`config.mk`:
```
export PLATFORM = sky130hd
export DESIGN_NAME = pio_hex_scroll_ctrl_flat
export DESIGN_NICKNAME = d
export VERILOG_FILES = /design/src/rtl/pio_hex_scroll_if.sv /design/src/rtl/pio_hex_scroll_ctrl.sv /design/src/flat_wrapper.sv
export SDC_FILE = /design/constraint.sdc
export NUM_CORES = 1
export LEC_CHECK = 0
export ABC_AREA = 1
export CAP_MARGIN = 20
export CORE_UTILIZATION = 55
export CTS_CLUSTER_DIAMETER = 30
export CTS_CLUSTER_SIZE = 16
export DETAILED_ROUTE_END_ITERATION = 6
export GPL_ROUTABILITY_DRIVEN = 0
export PLACE_DENSITY = 0.8
export REMOVE_ABC_BUFFERS = 1
export SLEW_MARGIN = 25
export SYNTH_ARGS = -nofsm -noshare
export SYNTH_HDL_FRONTEND = slang
export SYNTH_SLANG_ARGS = --single-unit
export TNS_END_PERCENT = 30
```
`constraint.sdc`:
```
create_clock -name clk_clk -period 2.95 [get_ports clk_clk]
set_input_delay 0.7375 -clock clk_clk [delete_from_list [all_inputs] [get_ports clk_clk]]
set_output_delay 0.7375 -clock clk_clk [all_outputs]
set_load 0.02 [all_outputs]
```
`src/rtl/pio_hex_scroll_if.sv`:
```
// Bus between the HPS PIO exports and the hex display sequencer.
interface pio_hex_scroll_if;
  logic [31:0] hex_value;
  logic [9:0]  speed;
  logic [41:0] hex_seg;
  logic [2:0]  offset;
  logic        busy;
  logic        update_pulse;

  modport master (output hex_value, speed, input hex_seg, offset, busy, update_pulse);
  modport slave  (input hex_value, speed, output hex_seg, offset, busy, update_pulse);
endinterface

```
`src/rtl/pio_hex_scroll_ctrl.sv`:
```
// Static / marquee sequencer from the PIO hex+speed words to six 7-seg digits.
// Define HEX_LZ_BLANK_EN to blank leading zeros in static mode.
module pio_hex_seg_enc #(
  parameter bit SEG_ACTIVE_LOW = 1'b1
) (
  input  logic [3:0] nib,
  input  logic       blank,
  output logic [6:0] seg
);
  logic [6:0] code;

  always_comb begin
    code = 7'h00;
    case (nib)
      4'h0: code = 7'h3F;
      4'h1: code = 7'h06;
      4'h2: code = 7'h5B;
      4'h3: code = 7'h4F;
      4'h4: code = 7'h66;
      4'h5: code = 7'h6D;
      4'h6: code = 7'h7D;
      4'h7: code = 7'h07;
      4'h8: code = 7'h7F;
      4'h9: code = 7'h6F;
      4'hA: code = 7'h77;
      4'hB: code = 7'h7C;
      4'hC: code = 7'h39;
      4'hD: code = 7'h5E;
      4'hE: code = 7'h79;
      default: code = 7'h71;
    endcase
  end

  assign seg = blank ? (SEG_ACTIVE_LOW ? 7'h7F : 7'h00)
                     : (SEG_ACTIVE_LOW ? ~code : code);
endmodule

module pio_hex_scroll_ctrl #(
  parameter int TICK_DIV       = 50000,
  parameter bit SEG_ACTIVE_LOW = 1'b1
) (
  input  logic clk_clk,
  input  logic reset_reset,
  pio_hex_scroll_if.slave bus
);
  localparam int NUM_LANES = 6;
  localparam int PW        = (TICK_DIV > 2) ? $clog2(TICK_DIV) : 1;
  localparam logic [6:0] SEG_OFF = SEG_ACTIVE_LOW ? 7'h7F : 7'h00;

  typedef enum logic [1:0] {S_STATIC, S_SCROLL, S_RELOAD} state_t;

  state_t      state, state_nxt;
  logic [31:0] shadow, shadow_nxt;
  logic [2:0]  off_q, off_nxt;
  logic [9:0]  step_cnt, step_nxt;
  logic [PW-1:0] presc;
  logic        tick, chg, upd_q;

  logic [NUM_LANES-1:0][3:0] win;
  logic [NUM_LANES-1:0]      blank;
  logic [NUM_LANES-1:0][6:0] seg_d, seg_q;

  assign tick = (presc == PW'(TICK_DIV - 1));
  assign chg  = (bus.hex_value != shadow);

  always_comb begin
    state_nxt  = state;
    shadow_nxt = shadow;
    off_nxt    = off_q;
    step_nxt   = step_cnt;
    case (state)
      S_STATIC: begin
        if (chg) state_nxt = S_RELOAD;
        else if (bus.speed != 10'd0) begin
          state_nxt = S_SCROLL;
          off_nxt   = 3'd0;
          step_nxt  = 10'd0;
        end
      end
      S_SCROLL: begin
        // a change wins over a coincident step, so the marquee restarts at 0
        if (chg) begin
          state_nxt = S_RELOAD;
          off_nxt   = 3'd0;
          step_nxt  = 10'd0;
        end else if (bus.speed == 10'd0) begin
          state_nxt = S_STATIC;
          off_nxt   = 3'd0;
          step_nxt  = 10'd0;
        end else if (tick) begin
          if (({1'b0, step_cnt} + 11'd1) >= {1'b0, bus.speed}) begin
            off_nxt  = off_q + 3'd1;
            step_nxt = 10'd0;
          end else begin
            step_nxt = step_cnt + 10'd1;
          end
        end
      end
      S_RELOAD: begin
        shadow_nxt = bus.hex_value;
        off_nxt    = 3'd0;
        step_nxt   = 10'd0;
        state_nxt  = (bus.speed != 10'd0) ? S_SCROLL : S_STATIC;
      end
      default: state_nxt = S_STATIC;
    endcase
  end

  always_ff @(posedge clk_clk) begin
    if (reset_reset) begin
      state    <= S_STATIC;
      shadow   <= '0;
      off_q    <= '0;
      step_cnt <= '0;
      presc    <= '0;
      upd_q    <= 1'b0;
      seg_q    <= {NUM_LANES{SEG_OFF}};
    end else begin
      presc    <= tick ? '0 : presc + PW'(1);
      state    <= state_nxt;
      shadow   <= shadow_nxt;
      off_q    <= off_nxt;
      step_cnt <= step_nxt;
      upd_q    <= (state == S_RELOAD);
      seg_q    <= seg_d;
    end
  end

  // offset is held at 0 outside scrolling, so one rotating window serves both modes
  for (genvar i = 0; i < NUM_LANES; i++) begin : g_lane
    logic [2:0] idx;
    assign idx    = off_q + 3'(i);
    assign win[i] = shadow[{idx, 2'b00} +: 4];
    pio_hex_seg_enc #(.SEG_ACTIVE_LOW(SEG_ACTIVE_LOW)) u_enc (
      .nib   (win[i]),
      .blank (blank[i]),
      .seg   (seg_d[i])
    );
  end

`ifdef HEX_LZ_BLANK_EN
  for (genvar i = 0; i < NUM_LANES; i++) begin : g_lz
    if (i == 0) begin : g_keep
      assign blank[i] = 1'b0;
    end else begin : g_blank
      assign blank[i] = (state == S_STATIC) && !(|win[NUM_LANES-1:i]);
    end
  end
`else
  assign blank = '0;
`endif

  assign bus.hex_seg      = seg_q;
  assign bus.offset       = off_q;
  assign bus.busy         = (state == S_SCROLL);
  assign bus.update_pulse = upd_q;
endmodule
```
`src/flat_wrapper.sv`:
```
// flat-port wrapper written by rule: the top's interface ports become plain ports
module pio_hex_scroll_ctrl_flat 
#(
  parameter int TICK_DIV       = 50000,
  parameter bit SEG_ACTIVE_LOW = 1'b1
)
  (clk_clk, reset_reset, bus_hex_value, bus_speed, bus_hex_seg, bus_offset, bus_busy, bus_update_pulse);
  pio_hex_scroll_if bus_i ();
  input  logic clk_clk;
  input  logic reset_reset;
  input wire logic [$bits(bus_i.hex_value)-1:0] bus_hex_value;
  input wire logic [$bits(bus_i.speed)-1:0] bus_speed;
  output wire logic [$bits(bus_i.hex_seg)-1:0] bus_hex_seg;
  output wire logic [$bits(bus_i.offset)-1:0] bus_offset;
  output wire logic [$bits(bus_i.busy)-1:0] bus_busy;
  output wire logic [$bits(bus_i.update_pulse)-1:0] bus_update_pulse;
  assign bus_i.hex_value = bus_hex_value;
  assign bus_i.speed = bus_speed;
  assign bus_hex_seg = bus_i.hex_seg;
  assign bus_offset = bus_i.offset;
  assign bus_busy = bus_i.busy;
  assign bus_update_pulse = bus_i.update_pulse;
  pio_hex_scroll_ctrl #(.TICK_DIV(TICK_DIV), .SEG_ACTIVE_LOW(SEG_ACTIVE_LOW)) u_core (.clk_clk(clk_clk), .reset_reset(reset_reset), .bus(bus_i));
endmodule
```
==> metrics.yaml <==
run_status: "complete, no violations"
min_delay_path_class: "flip-flop to flip-flop"
critical_path.reg2reg.startpoint: "u_core.step_cnt[2]"
hold_end: "u_core.presc[0]"
grt_util_all_layers: 0.246
cts-root-buf: "sky130_fd_sc_hd__clkbuf_16"
drc: 0
post_synth_edffs: 0
timing.hold.ws_ps: 458
synth_ff_type: "sky130_fd_sc_hd__dfxtp_1"
yosys.area.top_type_share: 0.307
synth-async-reset-ratio: 0
fp.dieW_um: 114
yosys.area.top_type: "sky130_fd_sc_hd__dfxtp_1"
totalPowerFinal_mw: 4.73
slew_viol_final: 0
timing.max_cap.violations: 0
cellInternalPower_mw: 2.99
num_antenna_cells: 0
synth.ff_latch_count: 106
total_switching_power_mw: 1.75
cts_hold_repair_buffers: 0
tritoncts_num_sinks: 106
vias: 6451
detailedPlacementHpwl_um: 11600
io-pin-count: 91
grt_antenna_before_repair: 0
final_nets: 1183
layout-drive-gt1-share: 0.0883
numCtsBuffers: 9
dr.pass1.iters: 5
required_time_worst_endpoint_ps: 3240
ctsHtreeMaxLevel: 3
min_path_cells: 1
post_synth_main_area_contributors: "sky130_fd_sc_hd__dfxtp_1, sky130_fd_sc_hd__nand2_1, sky130_fd_sc_hd__ha_1, sky130_fd_sc_hd__inv_1, sky130_fd_sc_hd__o21ai_0"
synth-warning-count: 0
floorplan.die_area_um2: 13000
layout.filler_cells: 1103
switching_share: 0.369
drtIter0Drc: 479
slew_headroom: 0.497
path_max_fanout: 10
post_drt_via_cell_ratio: 5.10
final-hold-violation-count: 0
total_leakage_power_nw: 3.70
layout.core_utilization: 0.682
place_area_um2: 7940
power.share.clock: 0.245
timing.clock.skew_ps: 8.37
synthToLayoutAreaGrowth_pct: 19.6
post_synth_num_cell_types: 54
synth.yosys.seq_area_share: 0.307
grt_remaining_overflow: 0
final_design_area_no_fill_um2: 8260
grt_pass1_vias: 5641
routed_wl_um: 15300
transition_time_at_the_pin_with_the_least_slew_margin_ps: 750
clock_pin_transition_on_the_worst_setup_and_hold_timing_paths_ps: 70
crit_arrival_ps: 3020
detail_route.wl_per_cell_um: 12.1
period_needed_ps: 2730
rr_worst_depth: 19
antenna_violating_nets_post_route: 0
max_freq_mhz: 367
core_um2: 12100
final-setup-viol-count: 0
vdd.ir_drop.worst_uv: 250
synthesized_area_per_cell_um2: 6.85
portBuffers: 90
hold_wc_startpoint: "u_core.presc[0]"
maximum_number_of_pins_on_one_net_before_global_route_repair: 56
crit_path_start_kind: "flip-flop"
postSynthCellCount: 1009
end_kind: "flip-flop"
reg2reg_slack_ps: 220
power_density_nw_per_um2: 573
p_seq_frac: 0.361
chipHeight_um: 114
fp-row-count: 40
grt_first_pass_wirelength_um: 25600
fin_crit_sh: 0.924
worstSkewPairLatency_ps: 350
synth_area_um2: 6910
rr_endpoint: "u_core.step_cnt[9]"
cts.path.max_buffers: 2
start_util: 0.571
combinational_fraction_of_design_power: 0.394
criticalPathCategory: "flip-flop to flip-flop"
cts_tree: "yes"
## placed cells by master, fill, tap and decap left out, types with 20 or more instances in the layout
master                            Yosys  routed
sky130_fd_sc_hd__nand2_1            256     256
sky130_fd_sc_hd__a21oi_1             39      38
sky130_fd_sc_hd__dfxtp_1            106     103
sky130_fd_sc_hd__o211ai_1            21      21
sky130_fd_sc_hd__clkdlybuf4s50_1      0      90
sky130_fd_sc_hd__o21ai_0             84      84
sky130_fd_sc_hd__xnor2_1             20      20
sky130_fd_sc_hd__nand3_1             42      41
sky130_fd_sc_hd__o21ai_1             26      25
sky130_fd_sc_hd__inv_1              117     116
sky130_fd_sc_hd__nor2_1             102      99
sky130_fd_sc_hd__ha_1                46      46
## worst max-delay path, cell delays in order (launching register included)
cell                      delay (ps)
sky130_fd_sc_hd__dfxtp_2         340
sky130_fd_sc_hd__inv_1            70
sky130_fd_sc_hd__nor3_4          180
sky130_fd_sc_hd__nand2_1          90
sky130_fd_sc_hd__nor2_2          150
sky130_fd_sc_hd__nand3_2         100
sky130_fd_sc_hd__nor3_2          190
sky130_fd_sc_hd__xor2_1          220
sky130_fd_sc_hd__ha_1            290
sky130_fd_sc_hd__a21oi_2         170
sky130_fd_sc_hd__nand2_1          70
sky130_fd_sc_hd__nor2_1           80
sky130_fd_sc_hd__nand2_1          60
sky130_fd_sc_hd__nand2_1          70
sky130_fd_sc_hd__inv_1            70
sky130_fd_sc_hd__nor2_4          110
sky130_fd_sc_hd__inv_1            90
sky130_fd_sc_hd__nand2_4         110
sky130_fd_sc_hd__nand2_8          80
sky130_fd_sc_hd__nor2_2          120
## worst max-delay path by stage
stage / depth (start not counted) / endpoint / from
2_1_floorplan: 12 / u_core.bus.hex_seg[38] / u_core.bus.offset[0]
3_3_place_gp: 19 / u_core.step_cnt[9] / u_core.step_cnt[0]
3_5_place_dp: 19 / u_core.step_cnt[9] / u_core.step_cnt[0]
4_1_cts: 19 / u_core.step_cnt[9] / u_core.step_cnt[0]
5_1_grt: 19 / u_core.step_cnt[9] / u_core.step_cnt[2]
6_report: 19 / u_core.step_cnt[9] / u_core.step_cnt[2]
## kinds of logic (layout without fill, tap and decap cells)
| kind of cell | Yosys count | in the layout | synth area share |
|---|---|---|---|
| simple gates | 445 | 445 | 0.273 |
| mux | 4 | 4 | 0.00579 |
| xor+xnor | 33 | 33 | 0.0440 |
| fa+ha+maj | 46 | 46 | 0.0833 |
| buf+inv | 167 | 256 | 0.104 |
| flops | 106 | 106 | 0.307 |
| compound gates | 208 | 208 | 0.183 |
## power by group through the flow
stage,Combinational (mW),Clock (mW),Sequential [mW]
floorplan,1.04,0,1.93
detailed placement,1.85,0,1.74
finish,1.86,1.16,1.71
global placement,1.83,0,1.74
CTS,1.86,1.17,1.71
global route,2.10,1.23,1.73
## area by class of cell
cell class	instances	area, um^2	share of cell area
well taps	168	210	0.0254
flip-flops and latches	106	2130	0.257
inverters	136	520	0.0630
clock inverters	4	26.3	0.00318
clock buffers	12	256	0.0310
multi-input cells	736	4110	0.497
repair buffers	104	1020	0.123
## registers in the layout (all words and copies together), names as in the netlist
register,flops
u_core.bus.update_pulse,1
u_core.step_cnt,10
u_core.shadow,32
u_core.state,2
u_core.presc,16
u_core.bus.hex_seg,42
u_core.bus.offset,3
## routing by layer
metal	vias up	GRT usage	routed length (um)
met3	18	0.0381	731
li1	3411	-	-
met5	-	0	0
met4	0	0.0762	199
met1	2860	0.333	7230
met2	162	0.404	7150
## cells in the mapped netlist, types with 7 or more instances
cell and instances:
sky130_fd_sc_hd__nand2_1 256, sky130_fd_sc_hd__o21ai_2 7, sky130_fd_sc_hd__nor2_1 102, sky130_fd_sc_hd__inv_1 117, sky130_fd_sc_hd__nand2_2 8, sky130_fd_sc_hd__clkbuf_1 14, sky130_fd_sc_hd__inv_2 13, sky130_fd_sc_hd__nand3_1 42
sky130_fd_sc_hd__dfxtp_1 106, sky130_fd_sc_hd__xnor2_1 20, sky130_fd_sc_hd__xor2_1 11, sky130_fd_sc_hd__o21ai_0 84, sky130_fd_sc_hd__ha_1 46, sky130_fd_sc_hd__o211ai_1 21, sky130_fd_sc_hd__a21oi_1 39, sky130_fd_sc_hd__o21ai_1 26
sky130_fd_sc_hd__buf_6 9
## stage by stage
| step | worst slack, ps | instances | setup TNS (ps) |
|---|---|---|---|
| 2_1_floorplan | -802 | 978 | -13600 |
| 3_3_place_gp | 172 | 1249 | 0 |
| 3_5_place_dp | 113 | 1249 | 0 |
| 4_1_cts | 67.6 | 1265 | 0 |
| 5_1_grt | -11.8 | 1266 | -48.8 |
| 6_report | 223 | 1266 | 0 |
## timing repair
action                                  4_1_cts  5_1_grt
gates resized for setup                       0        9
endpoints found under the setup margin        0       15
buffers inserted                              0        1
Note: power is estimated with default switching activity, not from simulation.
